==> src/rtl/vec_add_run_ctrl.sv <==
// vec_add_run_ctrl: iterates a vector-add kernel, drains its result buffer and posts a completion word; VEC_ADD_RUN_CTRL_CHECKSUM_EN enables the checksum
module vec_add_run_ctrl #(
  parameter int ADDR_W = 6,
  parameter int DATA_W = 32,
  parameter int TIMEOUT_CYCLES = 1024
) (
  input  logic              clk,
  input  logic              reset,
  input  logic              cfg_valid,
  output logic              cfg_ready,
  input  logic [15:0]       cfg_iters,
  input  logic [ADDR_W-1:0] cfg_len,
  output logic              kernel_start,
  input  logic              kernel_done,
  output logic [ADDR_W-1:0] z_rd_addr,
  input  logic [DATA_W-1:0] z_dout,
  output logic              wr_valid,
  input  logic              wr_almfull,
  output logic [63:0]       wr_data,
  output logic              busy
);
  typedef enum logic [2:0] {IDLE, START, WAIT_DONE, DRAIN, REPORT} state_t;
  state_t state, state_nx;
  logic [15:0] iters, iters_done;
  logic [ADDR_W-1:0] len;
  logic [ADDR_W:0] dcnt, len_full;
  logic [31:0] wd, checksum;
  logic timeout_flag, wd_hit, last;
  assign len_full = {len == '0, len};
  assign wd_hit = TIMEOUT_CYCLES != 0 && wd == 32'(TIMEOUT_CYCLES - 1);
  assign last = dcnt == len_full;
  assign wr_data = {checksum, iters_done, 15'b0, timeout_flag};
  // state register
  always_ff @(posedge clk or posedge reset)
    if (reset) state <= IDLE;
    else state <= state_nx;
  // next state and Moore outputs
  always_comb begin
    state_nx = state;
    kernel_start = state == START;
    busy = state != IDLE;
    cfg_ready = state == IDLE && !reset;
    case (state)
      IDLE:      state_nx = cfg_valid ? (cfg_iters == '0 ? REPORT : START) : IDLE;
      START:     state_nx = WAIT_DONE;
      WAIT_DONE: state_nx = kernel_done ? DRAIN : wd_hit ? REPORT : WAIT_DONE;
      DRAIN:     state_nx = !last ? DRAIN : (iters_done + 16'd1 == iters) ? REPORT : START;
      REPORT:    state_nx = wr_almfull ? REPORT : IDLE;
      default:   state_nx = IDLE;
    endcase
  end
  // run configuration, watchdog, drain addressing and completion pulse
  always_ff @(posedge clk or posedge reset)
    if (reset) begin
      iters <= '0;
      len <= '0;
      iters_done <= '0;
      timeout_flag <= 1'b0;
      wd <= '0;
      dcnt <= '0;
      z_rd_addr <= '0;
      wr_valid <= 1'b0;
    end else begin
      wr_valid <= state == REPORT && !wr_almfull;
      if (state == IDLE && cfg_valid) begin
        iters <= cfg_iters;
        len <= cfg_len;
        iters_done <= '0;
        timeout_flag <= 1'b0;
      end
      if (state == START) wd <= '0;
      if (state == WAIT_DONE) begin
        wd <= wd + 32'd1;
        if (kernel_done) begin
          z_rd_addr <= '0;
          dcnt <= '0;
        end else if (wd_hit) timeout_flag <= 1'b1;
      end
      if (state == DRAIN) begin
        dcnt <= dcnt + 1'b1;
        if (dcnt + 1'b1 < len_full) z_rd_addr <= z_rd_addr + 1'b1;
        if (last) iters_done <= iters_done + 16'd1;
      end
    end
`ifdef VEC_ADD_RUN_CTRL_CHECKSUM_EN
  // accumulate each word captured one cycle after its address was presented
  always_ff @(posedge clk or posedge reset)
    if (reset) checksum <= '0;
    else if (state == IDLE && cfg_valid) checksum <= '0;
    else if (state == DRAIN && dcnt != '0) checksum <= checksum + 32'(z_dout);
`else
  logic unused_z;
  assign checksum = '0;
  assign unused_z = ^z_dout;
`endif
endmodule

==> config.mk <==
export PLATFORM = sky130hd
export DESIGN_NAME = vec_add_run_ctrl
export DESIGN_NICKNAME = d
export VERILOG_FILES = /design/src/rtl/vec_add_run_ctrl.sv
export SDC_FILE = /design/constraint.sdc
export NUM_CORES = 1
export LEC_CHECK = 0
export ABC_CLOCK_PERIOD_IN_PS = 4200
export CORE_UTILIZATION = 45
export CTS_BUF_LIST = sky130_fd_sc_hd__clkbuf_16
export DETAILED_ROUTE_END_ITERATION = 12
export PLACE_DENSITY = 0.76
export SLEW_MARGIN = 10
export SYNTH_ARGS = -nofsm -noshare
export SYNTH_HDL_FRONTEND = slang
export SYNTH_SLANG_ARGS = --single-unit
==> constraint.sdc <==
create_clock -name clk -period 4.2 [get_ports clk]
set_input_delay 1.26 -clock clk [delete_from_list [all_inputs] [get_ports clk]]
set_output_delay 1.26 -clock clk [all_outputs]
set_load 0.005 [all_outputs]
==> results of run 1 <==
power by group:
group	leakage (nW)	internal, mW	switching, mW
logic	1.55	0.677	0.713
registers	1.16	1.09	0.370
clock network	0.150	0.451	0.316
worst reg2reg max path, stage by stage, from the launching register on:
cell,delay (ns)
dfrtp_1,0.50
ha_1,0.34
and3_1,0.35
nand3_1,0.16
nor4_1,0.32
nor3_1,0.10
nor4_1,0.50
a21oi_1,0.13
layout make-up:
type	count	area [sq um]	area share
Clock buffer	9	225.2	0.03674
Inverter	12	46.29	0.007553
Timing Repair Buffer	57	573.1	0.09349
Multi-Input combinational cell	482	2846	0.4644
Sequential cell	88	2202	0.3593
Tap cell	143	178.9	0.02919
Clock inverter	7	57.56	0.009390
flip-flops by register name, indices dropped and copies added (netlist names):
name	cells
dcnt	7
iters	16
iters_done	16
len	6
state	3
timeout_flag	1
wd	32
wr_valid	1
z_rd_addr	6
synthesized netlist by cell type, drive strengths merged (2+ instances only):
| cell type | count |
|---|---|
| or3b | 2 |
| a21oi | 9 |
| o211ai | 2 |
| or3 | 3 |
| nor2 | 23 |
| nor3 | 11 |
| and3 | 11 |
| a21o | 3 |
| o31ai | 11 |
| xor2 | 15 |
| nand3 | 40 |
| a311oi | 2 |
| nand4 | 19 |
| nand2b | 2 |
| buf | 63 |
| clkbuf | 13 |
| o21a | 2 |
| nand2 | 122 |
| o21ai | 49 |
| mux2i | 23 |
| and4 | 4 |
| and2b | 5 |
| xnor2 | 23 |
| o41ai | 2 |
| nor4 | 17 |
| nor2b | 3 |
| a211oi | 3 |
| dfrtp | 88 |
| and2 | 4 |
| inv | 12 |
| ha | 11 |
final timing paths:
| kind | slack, ns | start | to |
|---|---|---|---|
| worst max-delay path | 0.63 | reset | cfg_ready |
| worst min-delay path | 0.48 | wd[31]$_DFFE_PP0P_ | wd[31]$_DFFE_PP0P_ |
| worst max register to register | 1.65 | iters_done[0]$_DFF_PP0_ | state[0]$_DFF_PP0_ |
| worst min register to register | 0.48 | wd[31]$_DFFE_PP0P_ | wd[31]$_DFFE_PP0P_ |
| max in group asynchronous | 2.11 | reset | iters_done[11]$_DFF_PP0_ |
| min in group asynchronous | 1.41 | reset | z_rd_addr[5]$_DFF_PP0_ |
kinds of logic (layout without fill, tap and decap cells):
family | Yosys count | in the layout
and+or+nand+nor | 272 | 272
buffers and inverters | 88 | 85
AOI/OAI and AO/OA | 91 | 91
DFF | 88 | 88
xor gates and xnor gates | 38 | 38
adders and majority gates | 11 | 11
muxes | 23 | 23
other | 1 | 47
placed cells by master, fill, tap and decap left out, types with 4 or more instances in the layout:
cell,instances
nand4_1,18
xor2_1,15
conb_1,47
inv_1,15
nand3_1,38
o21ai_0,49
nor4_1,14
mux2i_1,23
clkdlybuf4s50_1,53
nor3_1,10
clkbuf_16,9
nor2_1,21
a21oi_1,9
xnor2_1,23
and3_1,11
ha_1,11
and4_1,4
o31ai_1,11
nand2_1,122
dfrtp_1,88
per-layer routing:
metal,share of wire,track usage,wire length [um],up-vias
li1,-,-,-,2123
met1,0.44,0.2597,5132,2131
met2,0.49,0.3122,5634,132
met3,0.054,0.03430,628,14
met4,0.013,0.06844,151,0
met5,0,0,0,-
metrics by stage:
stage	area (sq um)	hold WS, ns	util	worst slack (ns)
2_1_floorplan	5612	0.4463	-	0.6614
3_3_place_gp	5847	0.4679	0.5034	0.6230
3_5_place_dp	5847	0.4738	0.5034	0.6279
4_1_cts	6130	0.4850	0.5278	0.6227
5_1_grt	6130	0.5207	0.5278	0.5379
6_report	6130	0.4806	0.5278	0.6281
==> flow_summary_export.csv, run 1 <==
group,metric,value,unit
status,status,"complete, but fails checks",
status,failed_checks,"design-rule violations",
drt,drt-wirelength-per-cell,14.47,um
timing,finalCriticalPeriod,3.572,ns
clock_tree,clkSinkCount,88,
floorplan,dieArea,12530,sq um
drt,wl,11550,um
yosys,synth.yosys.seq_area_share,0.4049,
setup_path,crit_slowest_cell,"clkdlybuf4s50_1",
floorplan,floorplan.die.height,111.9,um
finish,final_nets,720,
grt,gr-usage-all-layers,0.1927,
floorplan,start_util,0.4683,
run,timing.max_cap.violations,0,
drt,avgViaCountPerCell,5.514,
drt,vias,4400,
setup_path,path_common_cell,"clkdlybuf4s50_1",
clock_tree,clkSlewWorstSetupHoldPaths,0.06,ns
finish,syn2layout_area_growth,12.70,%
place,place.detailed.instances,782,
clock_tree,cts_root_buf,"clkbuf_16",
yosys,largest_cells_by_area_after_synthesis,"dfrtp_1, nand2_1, buf_4",
timing,setup_repair_after_global_routing_missed_its_margin,"no",
clock_tree,ctsHtreeMaxLevel,3,
yosys,synthXorXnorAreaFrac,0.06119,
grt,grt_overflow_total,0,
clock_tree,number_of_buffers_created_by_cts,9,
place,finalWeightedCongestion,0.8859,
timing,max_slew.worst_pin.slew,0.9035,ns
floorplan,num_rows,39,
floorplan,core_area,11610,sq um
grt,grt_pass1_wl,19510,um
setup_path,cp_top_family,"buffers and inverters",
drt,drt_first_iter_violations,307,
setup_path,path_class,"input port to output port",
min_path,hold_path_class,"flip-flop to flip-flop",
timing,share_of_the_clock_period_used_by_the_worst_path,0.8504,
yosys,yosys.area_share.simple,0.2590,
yosys,synth_compound_area_frac,0.1031,
yosys,post_synth_edffs,0,
clock_tree,tritoncts,"yes",
timing,relSlewSlack,0.3977,
setup_path,end_kind,"output port",
drt,postRouteAntennaNets,0,
setup_path,path_depth,3,
power,leakagePower,2.859,nW
yosys,synth_cells,612,
yosys,mappedNetlistArea,5439,sq um
setup_path,worst-path-buf-inv,2,
timing,finalHoldViolCount,0,
clock_tree,holdBufCountCts,0,
min_path,min_path_cells,1,
place,placed_wire_length_estimate_after_detailed_placement,8396,um
setup_path,crit_path_start_kind,"input port",
grt,antenna_violations_before_repair,0,
setup_path,rr_worst_depth,7,
power,vdd_drop_max,0.0003086,V
yosys,post-synth-top-area-fraction,0.4049,
timing,fmax,280.0,MHz
yosys,ys_ff_latch,88,
clock_tree,clock_tree.buffer_depth,2,
finish,final-instance-count-excl-fill,798,
setup_path,cpPeakStageDelay,0.50,ns
power,cellPowerDensity,590.9,nW/um^2
yosys,postSynth.topFlopCell,"dfrtp_1",
setup_path,cp_max_fo,2,
yosys,synth_async_sr_flop_share,1.000,
yosys,post_synth_num_cell_types,58,
yosys,synthesis.area_per_instance,8.887,sq um
floorplan,i_o_pin_total,133,
grt,vias_in_the_first_global_route,4147,
floorplan,floorplan.die.width,111.9,um
clock_tree,ctsResizeCount,0,
setup_path,worst_ep_required_time,2.94,ns
finish,fillers,1066,
yosys,combinational_family_with_the_most_area_after_synthesis,"simple AND/OR/NAND/NOR gates",
drt,remaining_design_rule_violation_count,5,
power,power.total,3.622,mW
finish,antenna-diode-count,0,
yosys,synth-warning-count,0,
timing,finalSetupTns,0,ns
yosys,muxShareOfSynthArea,0.04233,
setup_path,path_cells,"clkdlybuf4s50_1 > nor2_1 > clkdlybuf4s50_1",
place,port-buffer-count,53,
yosys,synth_top_area_cell,"dfrtp_1",
timing,setup_viol_count_final,0,
clock_tree,post-cts-setup-buffer-count,0,
drt,dr.pass1.iters,8,
finish,drive_gt1_frac,0.05344,
timing,clock-skew-final,0.008267,ns
grt,pin_count_of_the_biggest_net_entering_global_routing,47,
yosys,post_synth_adder_cell_area,0.02530,
setup_path,worstPathArrival,2.31,ns
timing,finalMaxSlewViolations,0,
clock_tree,clkLatencyLatePin,0.34,ns
No activity file was read; power rests on OpenSTA's default activity.
==> run 2: changes to the inputs <==
- CAP_MARGIN: default -> 10
==> results of run 2 <==
Final layout, timing and power as in run 1 (identical DEF).
